### config.mk
export PLATFORM = sky130hd
export DESIGN_NAME = dbus_interconnect
export DESIGN_NICKNAME = d
export VERILOG_FILES = /design/src/rtl/dbus_interconnect.sv
export SDC_FILE = /design/constraint.sdc
export NUM_CORES = 1
export LEC_CHECK = 0
export ABC_AREA = 1
export CORE_AREA = 8 8 117 119
export DETAILED_ROUTE_END_ITERATION = 10
export DIE_AREA = 0 0 125 127
export PLACE_DENSITY_LB_ADDON = 0.05
export SLEW_MARGIN = 5
export SYNTH_ARGS = -nofsm -noshare
export SYNTH_HDL_FRONTEND = slang
export SYNTH_SLANG_ARGS = --single-unit
### constraint.sdc
create_clock -name clk -period 2.12 [get_ports clk]
set_input_delay 0.424 -clock clk [delete_from_list [all_inputs] [get_ports clk]]
set_output_delay 0.424 -clock clk [all_outputs]
set_load 0.1 [all_outputs]
### src/rtl/dbus_interconnect.sv
// dbus_interconnect: single-outstanding data-bus fabric between the processor
// data port and NUM_SLAVES memory-mapped targets. Decodes the request address,
// strobes the selected slave until it returns valid and answers the processor
// with a one-cycle response pulse. Unmapped addresses and slaves that stay
// silent for TIMEOUT cycles get a bus error.
//
// Ports
//   clk, reset          clock, synchronous active-high reset
//   ip_data_*           processor request (addr, wr, rd, mask, write data)
//   op_data_valid/err   one-cycle response pulse and its error qualifier
//   op_data_to_proc     read data (0 for writes, ERR_DATA on read errors)
//   op_s_addr/mask/wdata latched request, broadcast to every slave
//   op_s_wr/op_s_rd     per-slave strobes, held until the slave answers
//   ip_s_valid/rdata    per-slave completion and read data (slice i = slave i)
module dbus_interconnect #(
  parameter int unsigned                NUM_SLAVES = 2,
  parameter logic [NUM_SLAVES*32-1:0]   SLAVE_BASE = {32'h0000_1000, 32'h0000_0000},
  parameter logic [NUM_SLAVES*32-1:0]   SLAVE_MASK = {32'hFFFF_F000, 32'hFFFF_F000},
  parameter int unsigned                TIMEOUT    = 255,
  parameter logic [31:0]                ERR_DATA   = 32'hDEAD_BEEF
) (
  input  logic                     clk,
  input  logic                     reset,
  input  logic [31:0]              ip_data_addr,
  input  logic                     ip_data_wr,
  input  logic [3:0]               ip_data_mask,
  input  logic [31:0]              ip_data_from_proc,
  input  logic                     ip_data_rd,
  output logic                     op_data_valid,
  output logic [31:0]              op_data_to_proc,
  output logic                     op_data_err,
  output logic [31:0]              op_s_addr,
  output logic [3:0]               op_s_mask,
  output logic [31:0]              op_s_wdata,
  output logic [NUM_SLAVES-1:0]    op_s_wr,
  output logic [NUM_SLAVES-1:0]    op_s_rd,
  input  logic [NUM_SLAVES-1:0]    ip_s_valid,
  input  logic [NUM_SLAVES*32-1:0] ip_s_rdata
);

  localparam int unsigned SEL_W = (NUM_SLAVES > 1) ? $clog2(NUM_SLAVES) : 1;
  localparam int unsigned CNT_W = $clog2(TIMEOUT + 1);

  typedef enum logic [1:0] {
    IDLE = 2'd0,
    BUSY = 2'd1,
    RESP = 2'd2
  } state_t;

  state_t                 state_q, state_d;
  logic [CNT_W-1:0]       cnt_q, cnt_d;
  logic [SEL_W-1:0]       sel_q, sel_d;
  logic                   is_wr_q, is_wr_d;
  logic                   valid_q, valid_d;
  logic                   err_q, err_d;
  logic [31:0]            rdata_q, rdata_d;
  logic [31:0]            addr_q, addr_d;
  logic [3:0]             mask_q, mask_d;
  logic [31:0]            wdata_q, wdata_d;
  logic [NUM_SLAVES-1:0]  s_wr_q, s_wr_d;
  logic [NUM_SLAVES-1:0]  s_rd_q, s_rd_d;

  logic                   dec_hit;
  logic [SEL_W-1:0]       dec_sel;
  logic                   sel_valid;
  logic [31:0]            sel_rdata;

  // Address decode: walk from the top so the lowest matching index wins.
  always_comb begin
    dec_hit = 1'b0;
    dec_sel = '0;
    for (int i = NUM_SLAVES - 1; i >= 0; i--) begin
      if ((ip_data_addr & SLAVE_MASK[i*32 +: 32]) == SLAVE_BASE[i*32 +: 32]) begin
        dec_hit = 1'b1;
        dec_sel = SEL_W'(i);
      end
    end
  end

  // Completion mux for the slave currently being served.
  always_comb begin
    sel_valid = 1'b0;
    sel_rdata = '0;
    for (int i = 0; i < NUM_SLAVES; i++) begin
      if (sel_q == SEL_W'(i)) begin
        sel_valid = ip_s_valid[i];
        sel_rdata = ip_s_rdata[i*32 +: 32];
      end
    end
  end

  // Next-state and registered-output logic.
  always_comb begin
    state_d = state_q;
    cnt_d   = cnt_q;
    sel_d   = sel_q;
    is_wr_d = is_wr_q;
    valid_d = 1'b0;
    err_d   = err_q;
    rdata_d = rdata_q;
    addr_d  = addr_q;
    mask_d  = mask_q;
    wdata_d = wdata_q;
    s_wr_d  = s_wr_q;
    s_rd_d  = s_rd_q;

    case (state_q)
      IDLE: begin
        if (ip_data_rd || ip_data_wr) begin
          addr_d  = ip_data_addr;
          mask_d  = ip_data_mask;
          wdata_d = ip_data_from_proc;
          is_wr_d = ip_data_wr;  // rd+wr together is a write
          if (dec_hit) begin
            state_d = BUSY;
            sel_d   = dec_sel;
            cnt_d   = '0;
            if (ip_data_wr) s_wr_d = NUM_SLAVES'(1) << dec_sel;
            else            s_rd_d = NUM_SLAVES'(1) << dec_sel;
          end else begin
            state_d = RESP;
            valid_d = 1'b1;
            err_d   = 1'b1;
            rdata_d = ip_data_wr ? 32'h0 : ERR_DATA;
          end
        end
      end

      BUSY: begin
        cnt_d = cnt_q + CNT_W'(1);
        // Slave valid takes priority over a timeout in the same cycle.
        if (sel_valid) begin
          state_d = RESP;
          valid_d = 1'b1;
          err_d   = 1'b0;
          rdata_d = is_wr_q ? 32'h0 : sel_rdata;
          s_wr_d  = '0;
          s_rd_d  = '0;
        end else if (cnt_q == CNT_W'(TIMEOUT - 1)) begin
          // This is the TIMEOUT-th strobe cycle with no answer.
          state_d = RESP;
          valid_d = 1'b1;
          err_d   = 1'b1;
          rdata_d = is_wr_q ? 32'h0 : ERR_DATA;
          s_wr_d  = '0;
          s_rd_d  = '0;
        end
      end

      RESP: begin
        state_d = IDLE;
      end

      default: begin
        state_d = IDLE;
        s_wr_d  = '0;
        s_rd_d  = '0;
      end
    endcase
  end

  always_ff @(posedge clk) begin
    if (reset) begin
      state_q <= IDLE;
      cnt_q   <= '0;
      sel_q   <= '0;
      is_wr_q <= 1'b0;
      valid_q <= 1'b0;
      err_q   <= 1'b0;
      rdata_q <= '0;
      addr_q  <= '0;
      mask_q  <= '0;
      wdata_q <= '0;
      s_wr_q  <= '0;
      s_rd_q  <= '0;
    end else begin
      state_q <= state_d;
      cnt_q   <= cnt_d;
      sel_q   <= sel_d;
      is_wr_q <= is_wr_d;
      valid_q <= valid_d;
      err_q   <= err_d;
      rdata_q <= rdata_d;
      addr_q  <= addr_d;
      mask_q  <= mask_d;
      wdata_q <= wdata_d;
      s_wr_q  <= s_wr_d;
      s_rd_q  <= s_rd_d;
    end
  end

  assign op_data_valid   = valid_q;
  assign op_data_err     = err_q;
  assign op_data_to_proc = rdata_q;
  assign op_s_addr       = addr_q;
  assign op_s_mask       = mask_q;
  assign op_s_wdata      = wdata_q;
  assign op_s_wr         = s_wr_q;
  assign op_s_rd         = s_rd_q;

endmodule
; ---- Word-level counts from Yosys, hierarchy flattened
; Index checks and enable logic that the tools add are counted.
[totals]
regBits = 118
latch_bits = 0
mem_bits_rw = 0
romBits = 0
inputBits = 138
output_inout_bits = 106
n_memories = 0
[op_classes]
n_addsub = 1
multipliers = 0
n_div = 0
magnitude_cmp = 0
eq_ne = 10
shifts = 1
muxes = 41
bitwise_logic = 1
reduce_logical = 11
[op_table]
columns = operator, n
row1 = $mux W32, 8
row2 = $pmux W32 S2, 1
row3 = $logic_not A32 Y1, 1
row4 = $mux W2, 12
row5 = $eq A20 B1 Y1 const B, 1
row6 = $mux W8, 2
row7 = $pmux W8 S2, 1
row8 = $mux W1, 12
row9 = $pmux W2 S3, 2
row10 = $ne A2 B2 Y1 const B, 5
row11 = $reduce_and A5 Y1, 2
row12 = $add A8 B1 Y8 const B, 1
row13 = $eq A8 B8 Y1 const B, 1
row14 = $reduce_and A3 Y1, 2
row15 = $pmux W1 S2, 2
row16 = $pmux W2 S2, 1
row17 = $reduce_and A2 Y1, 2
row18 = $reduce_and A4 Y1, 1
row19 = $ne A3 B3 Y1 const B, 1
row20 = $eq A2 B1 Y1 const B, 1
row21 = $eq A2 B2 Y1 const B, 1
row22 = $logic_not A2 Y1, 1
row23 = $reduce_bool A2 Y1, 1
row24 = $shl A1 B1 Y2 const A, 1
row25 = 2 further kinds, 2

; ---- Depth between registers and ports, before layout
; Gate-level depths: netlist (run 1).
[depth]
depth_word = 8
depth_mapped = 11
mapped_depth_nobuf = 10

; ---- Least setup slack after synthesis (run 1)
; No wires, ideal clock.
[synth_timing]
kind = input to register
startpoint = input ip_data_addr[31]
endpoint = register rdata_q[22], in the netlist op_data_to_proc[22]
arrival_time_ns = 1.434
required_ns = 2.050
slack_ns = 0.616
path_stages = 8
path_buffers = 1
path_cell_list = nor2_1 -> nand2_1 -> nor2_2 -> nand4_2 -> nand2_2 -> buf_2 -> nand2_1 -> a21oi_1
[synth_between]
elab_chain_cells = 5
word_cells_on_any_way = 6
cone_classes = 2 x eq/ne / 2 x mux / 2 x reduce/logical
[synth_lines]
columns = item, line_no
row1 = "start, declared", 24  ; input logic [31:0] ip_data_addr,
row2 = $eq A20 B1 Y1, 73  ; if ((ip_data_addr & SLAVE_MASK[i*32 +: 32]) == SLAVE_BASE[i*32 +: 32]) begin
row3 = $mux W1, 73
row4 = $mux W1 *, 73
row5 = $ne A2 B2 Y1 (no source line) *, --
row6 = $reduce_and A4 Y1 (no source line) *, --
row7 = "end signal, assigned", 183  ; rdata_q <= rdata_d;
row8 = "end, declared", 56  ; logic [31:0] rdata_q, rdata_d;
; Every way passes the cells marked *; elsewhere a longest branch is shown, timed or not.
; A chain may end at the register's enable or synchronous reset.

; ---- Worst setup path in the final report (run 1)
[layout_timing]
startpoint = register state_q[0]
endpoint = register rdata_q[26], in the netlist op_data_to_proc[26]
[layout_between]
elab_chain_cells = 3
word_cells_on_any_way = 8
cone_classes = 4 x eq/ne / 1 x mux / 3 x reduce/logical
[layout_lines]
columns = item, line_no
row1 = "start, declared", 50  ; state_t state_q, state_d;
row2 = "start signal, assigned", 177  ; state_q <= state_d;
row3 = $eq A2 B1 Y1 / $logic_not A2 Y1 (equally long branches), 107  ; case (state_q)
row4 = $ne A3 B3 Y1 (no source line) (tied with other cells), --
row5 = $reduce_and A4 Y1 (no source line), --
; Several ways; a longest one is shown, not always the timed one.

==> impl_metrics.py, run 1 <==
metrics = {
    "synthesis": {
        "yosysTopAreaCellShare": 0.463,
        "synthTopCellsByCount": "217 x nor2_1, 118 x dfxtp_1, 117 x nand2_1",
        "synth-seq-cells": 118,
        "yosysTopAreaCell": "dfxtp_1",
        "synth.most_common_cell": "nor2_1",
        "synthAdderAreaFrac": 0.00491,
        "synth_warnings": 0,
        "synth_compound_area_frac": 0.136,
        "synth_cell_types": 26,
        "synth_flop_cell": "dfxtp_1",
        "ys_top_cells_by_area": "dfxtp_1 46%, nor2_1 16%, nand2_1 8.6%",
        "synthArstFlopShare": 0,
        "synthCells": 737,
        "synth.area.mux_share": 0,
        "synth_xor_area_frac": 0,
        "synth_simple_gate_area_share": 0.336,
        "avgSynthCellArea_um2": 6.92,
        "synth_area_um2": 5100,
        "synth_edf_count": 0,
        "synth_nets": 877,
        "ys_seq_area_frac": 0.463,
        "synth_top_family_by_area": "simple AND/OR/NAND/NOR gates",
    },
    "grt": {
        "grt_pass1_vias": 5574,
        "grt_max_degree": 78,
        "grt-ovfl-total": 0,
        "antenna_found_initial": 0,
        "grt_usage": 0.215,
        "grt_pass1_wl_mm": 28.1,
    },
    "timing": {
        "min_period_ns": 1.88,
        "finClkSkew_ns": 0.0155,
        "rsz0062_at_grt": "no",
        "tns_ns": 0,
        "finalWorstSetupSlack_ns": 0.238,
        "fin_crit_sh": 0.888,
        "setup_viol_count_final": 0,
        "hold_viol_final": 0,
        "clock.fmax_mhz": 531,
        "worst_slew_margin_rel": 0.369,
        "drv_slew": 0,
        "max_slew.worst_pin.slew_ns": 0.945,
        "fin_hold_ws_ns": 0.460,
    },
    "pwr": {
        "power.density_nw_per_um2": 947,
        "leakage_uw": 0.00355,
        "vdd_drop_max_mv": 0.676,
    },
    "placement": {
        "dp.cells": 1095,
        "port_buffers": 243,
        "dpl_cell_area_um2": 7400,
        "dpl.hpwl_mm": 12.8,
        "gp_congestion": 0.842,
        "dp_slack_ns": 0.0353,
    },
    "layout": {
        "fin_nets": 1107,
        "antenna_cells": 0,
        "fin_area_um2": 7980,
        "drive_gt1_frac": 0.179,
        "area_growth_syn_to_layout_pct": 56.5,
        "final_cells": 1127,
    },
    "clock_tree": {
        "cts_tree": "done",
        "clock-sinks": 118,
        "cts_setup_buffers": 0,
        "cts_buffer_depth": 2,
        "clk_latency_ns": 0.41,
        "h-tree-depth": 4,
        "holdBufCountCts": 0,
        "cts_buffers": 17,
        "clk_pin_slew_ns": 0.05,
        "cts-root-buf": "clkbuf_16",
        "ctsResizeCount": 0,
    },
    "detailed_routing": {
        "ant_nets": 0,
        "first_pass_iters": 5,
        "wl_mm": 17.7,
        "drt-wirelength-per-cell_um": 15.7,
        "viasPerCell": 5.05,
        "dr.first_iter.drc_count": 377,
        "routed-via-count": 5690,
        "drc": 0,
    },
    "worst_setup_path": {
        "path_max_fanout": 24,
        "critical_path_class": "flip-flop to flip-flop",
        "crit_family": "simple AND/OR/NAND/NOR gates",
        "crit_chain": "nand2_1 -> nor2_2 -> a21oi_1 -> nand3_1 -> nand2_1 -> nor2_1",
        "timing.critical_path.buf_inv": 0,
        "slowest_stage": "nor2_2",
        "endpoint_kind": "flip-flop",
        "cp_slowest_stage_delay_ns": 0.75,
        "start_kind": "flip-flop",
        "critPathArrivalTime_ns": 2.22,
        "crit_top_cell": "nand2_1",
        "cp.required_ns": 2.45,
    },
    "run": {
        "drv_cap": 0,
    },
    "die": {
        "coreArea_um2": 11800,
        "rows": 40,
        "die_x_um": 125,
        "start_util": 0.432,
        "io_pins": 244,
        "die_h_um": 127,
        "die-area_um2": 15900,
    },
    "hold_path": {
        "min_path_type": "flip-flop to flip-flop",
    },
    "status": {
        "outcome": "finished clean",
    },
}
## routing by layer
| layer | share of wire | GRT usage |
|---|---|---|
| met5 | 0 | 0 |
| met4 | 0.021 | 0.0766 |
| met3 | 0.098 | 0.0957 |
| met2 | 0.47 | 0.358 |
| met1 | 0.41 | 0.241 |
## metrics by stage
stage / power [µW] / util
global route: 7830 / 0.676
floorplan: 4130 / -
detailed placement: 4810 / 0.627
finish: 7560 / 0.676
global placement: 4790 / 0.627
CTS: 7620 / 0.676
## final cells by class
cell class                 count  area (µm²)
fill                         998        3830
timing repair buffer         259        2340
multi-input combinational    548        2430
tap                          147         184
clock buffer                  23         478
inverter                      23        86.3
sequential                   118        2360
clock inverter                 9         100
## power by group
| group | internal, µW | switching (µW) | leakage [µW] | total [µW] |
|---|---|---|---|---|
| sequential | 2400 | 93.7 | 0.000977 | 2490 |
| combinational | 596 | 1680 | 0.00229 | 2280 |
| clock | 1810 | 980 | 0.000283 | 2790 |
| total | 4800 | 2760 | 0.00355 | 7560 |
## final timing paths
kind / startpoint / to / slack [ns] / depth (start not counted)
max: state_q[0] / op_data_to_proc[26] / 0.24 / 6
min: op_data_to_proc[17] / op_data_to_proc[17] / 0.46 / 2
max reg2reg: state_q[0] / op_data_to_proc[26] / 0.24 / 6
min reg2reg: op_data_to_proc[17] / op_data_to_proc[17] / 0.46 / 2
## registers in the layout (all words and copies together) (netlist names), 2 cells and up
signal	flops
cnt_q	8
state_q	2
op_data_to_proc	32
op_s_wr	2
op_s_mask	4
op_s_addr	32
op_s_wdata	32
op_s_rd	2
## worst reg2reg max path, stage by stage, from the launching register on
cell and delay, ns:
dfxtp_1 0.39, nand2_1 0.18, nor2_2 0.75, a21oi_1 0.19, nand3_1 0.13, nand2_1 0.06
nor2_1 0.11
## cell families (layout without fill, tap and decap cells)
| kind of cell | Yosys count | in the layout |
|---|---|---|
| DFF | 118 | 118 |
| buffers and inverters | 71 | 314 |
| adders and majority gates | 2 | 2 |
| and+or+nand+nor | 418 | 418 |
| AOI/OAI and AO/OA | 128 | 128 |
## layout by cell type (no fill, tap or decap), types with 8 or more instances in the layout
master           Yosys  layout
o211ai_1             8       8
nand2_1            117     117
dfxtp_1            118     118
nor2_1             217     217
clkbuf_16            0      17
o21ai_0             72      72
nand3_1             63      63
a21oi_1             42      42
inv_1               18      17
buf_4                1     118
clkdlybuf4s50_1      0     137
No activity file was read; power rests on OpenSTA's default activity.
==> inputs of run 2 (changes only) <==
HOLD_SLACK_MARGIN = 0.12   (was default)
SLEW_MARGIN = default   (was 5)
==> results of run 2 <==
Same layout as run 1: the final DEF is identical, and so are final timing and power.
==> inputs of run 3 (changes only) <==
CORE_AREA = 8 8 127 129   (was 8 8 117 119)
DIE_AREA = 0 0 135 137   (was 0 0 125 127)
SETUP_SLACK_MARGIN = 0.15   (was default)
SKIP_LAST_GASP = 1   (was default)
clock period = 1.5 ns   (was 2.12 ns; I/O delays follow)
==> run 3 against run 2 <==
  * The flow now finishes with violations (setup timing)
  * Non-clock buffer count grew 42
  * Setup slack lost 0.24 ns
  * Sequential share of layout area shrank 6.8 points
  * Routed wire length grew 23%
  * Register-to-register slack lost 0.24 ns
  * Critical path type unchanged
  * Highest routed layer unchanged
==> impl_metrics.py, run 3 (synthesis results as in run 1) <==
metrics = {
    "grt": {
        "grt_pass1_vias": 5728,
        "grt_util_met1": 0.218,
        "grt.busiest_layer": "met2",
        "grt-ovfl-total": 0,
        "grt_use_met3": 0.108,
        "antenna_found_initial": 4,
        "met2_usage": 0.331,
        "grt_max_degree": 69,
        "grt_usage": 0.202,
        "grt_pass1_wl_mm": 29.8,
    },
    "placement": {
        "dpl.hpwl_mm": 13.9,
        "gp_congestion": 0.828,
        "port_buffers": 243,
        "dpl_cell_area_um2": 8970,
    },
    "pwr": {
        "vdd_drop_max_mv": 0.801,
        "leakage_uw": 0.00445,
        "finalPower_uw": 12000,
        "power.density_nw_per_um2": 1160,
    },
    "detailed_routing": {
        "drc": 0,
        "drt-wirelength-per-cell_um": 18.0,
        "first_pass_iters": 5,
        "wl_mm": 21.8,
        "dr.first_iter.drc_count": 270,
        "viasPerCell": 4.94,
        "routed-via-count": 5978,
        "ant_nets": 0,
    },
    "timing": {
        "finalWorstSetupSlack_ns": -0.00296,
        "clock.fmax_mhz": 665,
        "worst_slew_margin_rel": 0.742,
        "hold_viol_final": 0,
        "finClkSkew_ns": 0.00968,
        "min_period_ns": 1.50,
        "fin_crit_sh": 1.00,
        "drv_slew": 0,
        "max_slew.worst_pin.slew_ns": 0.387,
        "tns_ns": -0.00296,
        "setup_viol_count_final": 1,
        "rsz0062_at_grt": "yes",
    },
    "worst_setup_path": {
        "critical_path_class": "flip-flop to flip-flop",
        "cp_slowest_stage_delay_ns": 0.32,
        "endpoint_kind": "flip-flop",
        "crit_chain": "inv_2 -> ha_1 -> nand2_1 -> nor2_1 -> a21oi_2 -> o21ai_4 -> nand2_4 -> buf_12 -> nand2_1 -> a21oi_2",
        "slowest_stage": "dfxtp_2",
        "start_kind": "flip-flop",
        "path_max_fanout": 11,
        "critPathArrivalTime_ns": 1.80,
        "cp.required_ns": 1.80,
    },
    "layout": {
        "fin_util": 0.732,
        "n_fill_cell": 1000,
        "seq_area_um2": 2370,
        "multiInputGateArea_um2": 2790,
        "fin_area_um2": 10400,
        "area_growth_syn_to_layout_pct": 104,
        "drive_gt1_frac": 0.296,
        "fin_nets": 1150,
        "final_common_cell": "nor2_1",
        "final_cell_mix": "205 x nor2_1, 119 x clkdlybuf4s50_1, 116 x buf_12, 113 x dfxtp_1, 111 x nand2_1",
    },
    "die": {
        "io_pins": 244,
        "die_x_um": 135,
        "start_util": 0.359,
        "die_h_um": 137,
        "die-area_um2": 18500,
        "coreArea_um2": 14200,
        "rows": 44,
    },
    "status": {
        "failed_checks": "setup timing",
        "outcome": "complete, but fails checks",
    },
    "clock_tree": {
        "clk_pin_slew_ns": 0.06,
        "clk_latency_ns": 0.42,
        "cts_buffers": 17,
        "clock-sinks": 118,
        "h-tree-depth": 4,
        "holdBufCountCts": 0,
        "cts_buffer_depth": 2,
        "cts_tree": "done",
        "cts-root-buf": "clkbuf_16",
    },
    "hold_path": {
        "min_path_type": "input port to flip-flop",
    },
    "run": {
        "drv_cap": 0,
    },
}
[run 3: changes by cell type in the layout (fill, tap and decap cells not counted), moves of 18 or more]
cell / change
o21ai_2: +52
buf_12: +112
clkdlybuf4s50_1: -18
buf_4: -90
dlymetal6s2s_1: +18
o21ai_0: -57
[run 3: timing repair]
action	CTS	global route
cloned	0	13
gates resized for setup	14	182
setup buffers	0	8
setup endpoints to repair	105	117
pin swaps	0	82
[run 3: path summary, 6_finish.rpt]
kind	startpoint	to	slack, ns	cells past startpoint
setup / recovery	cnt_q[0]	op_data_to_proc[17]	-0.003	10
hold / removal	ip_data_addr[24]	op_s_addr[24]	0.15	3
setup reg to reg	cnt_q[0]	op_data_to_proc[17]	-0.003	10
hold reg to reg	cnt_q[5]	cnt_q[5]	0.48	2
[run 3: final cells by class]
class                      count  area share
tap                          184      0.0221
multi-input combinational    549       0.268
sequential                   118       0.228
clock buffer                  25      0.0496
inverter                      23     0.00926
timing repair buffer         301       0.413
antenna                        4    0.000962
clock inverter                 7     0.00878
[run 3: worst max-delay path: cells and delay by family, from the launching register on]
family / cells / cell delay [ns]
AOI/OAI and AO/OA: 3 / 0.36
adders and majority gates: 1 / 0.14
buffers and inverters: 2 / 0.21
DFF: 1 / 0.32
and+or+nand+nor: 4 / 0.36
[run 3: where the power goes]
group	leakage [µW]	switching, µW	internal (µW)
Clock	0.000299	1420	2700
Sequential	0.000979	297	3390
Combinational	0.00317	2570	1660
Total	0.00445	4290	7750
[run 3: per-stage QoR]
| step | instances | worst slack [ns] | hold WS (ns) |
|---|---|---|---|
| floorplan | 737 | 0.0653 | 0.435 |
| global placement | 1154 | -0.425 | 0.471 |
| detailed placement | 1154 | -0.486 | 0.471 |
| CTS | 1186 | 0.00526 | 0.449 |
| global route | 1211 | -0.0858 | 0.153 |
| finish | 1211 | -0.00296 | 0.151 |
[run 3: metal layers]
metal,share of wire,wire (µm)
met1,0.38,8380
met2,0.50,10900
met3,0.097,2120
met4,0.017,372
met5,0,0
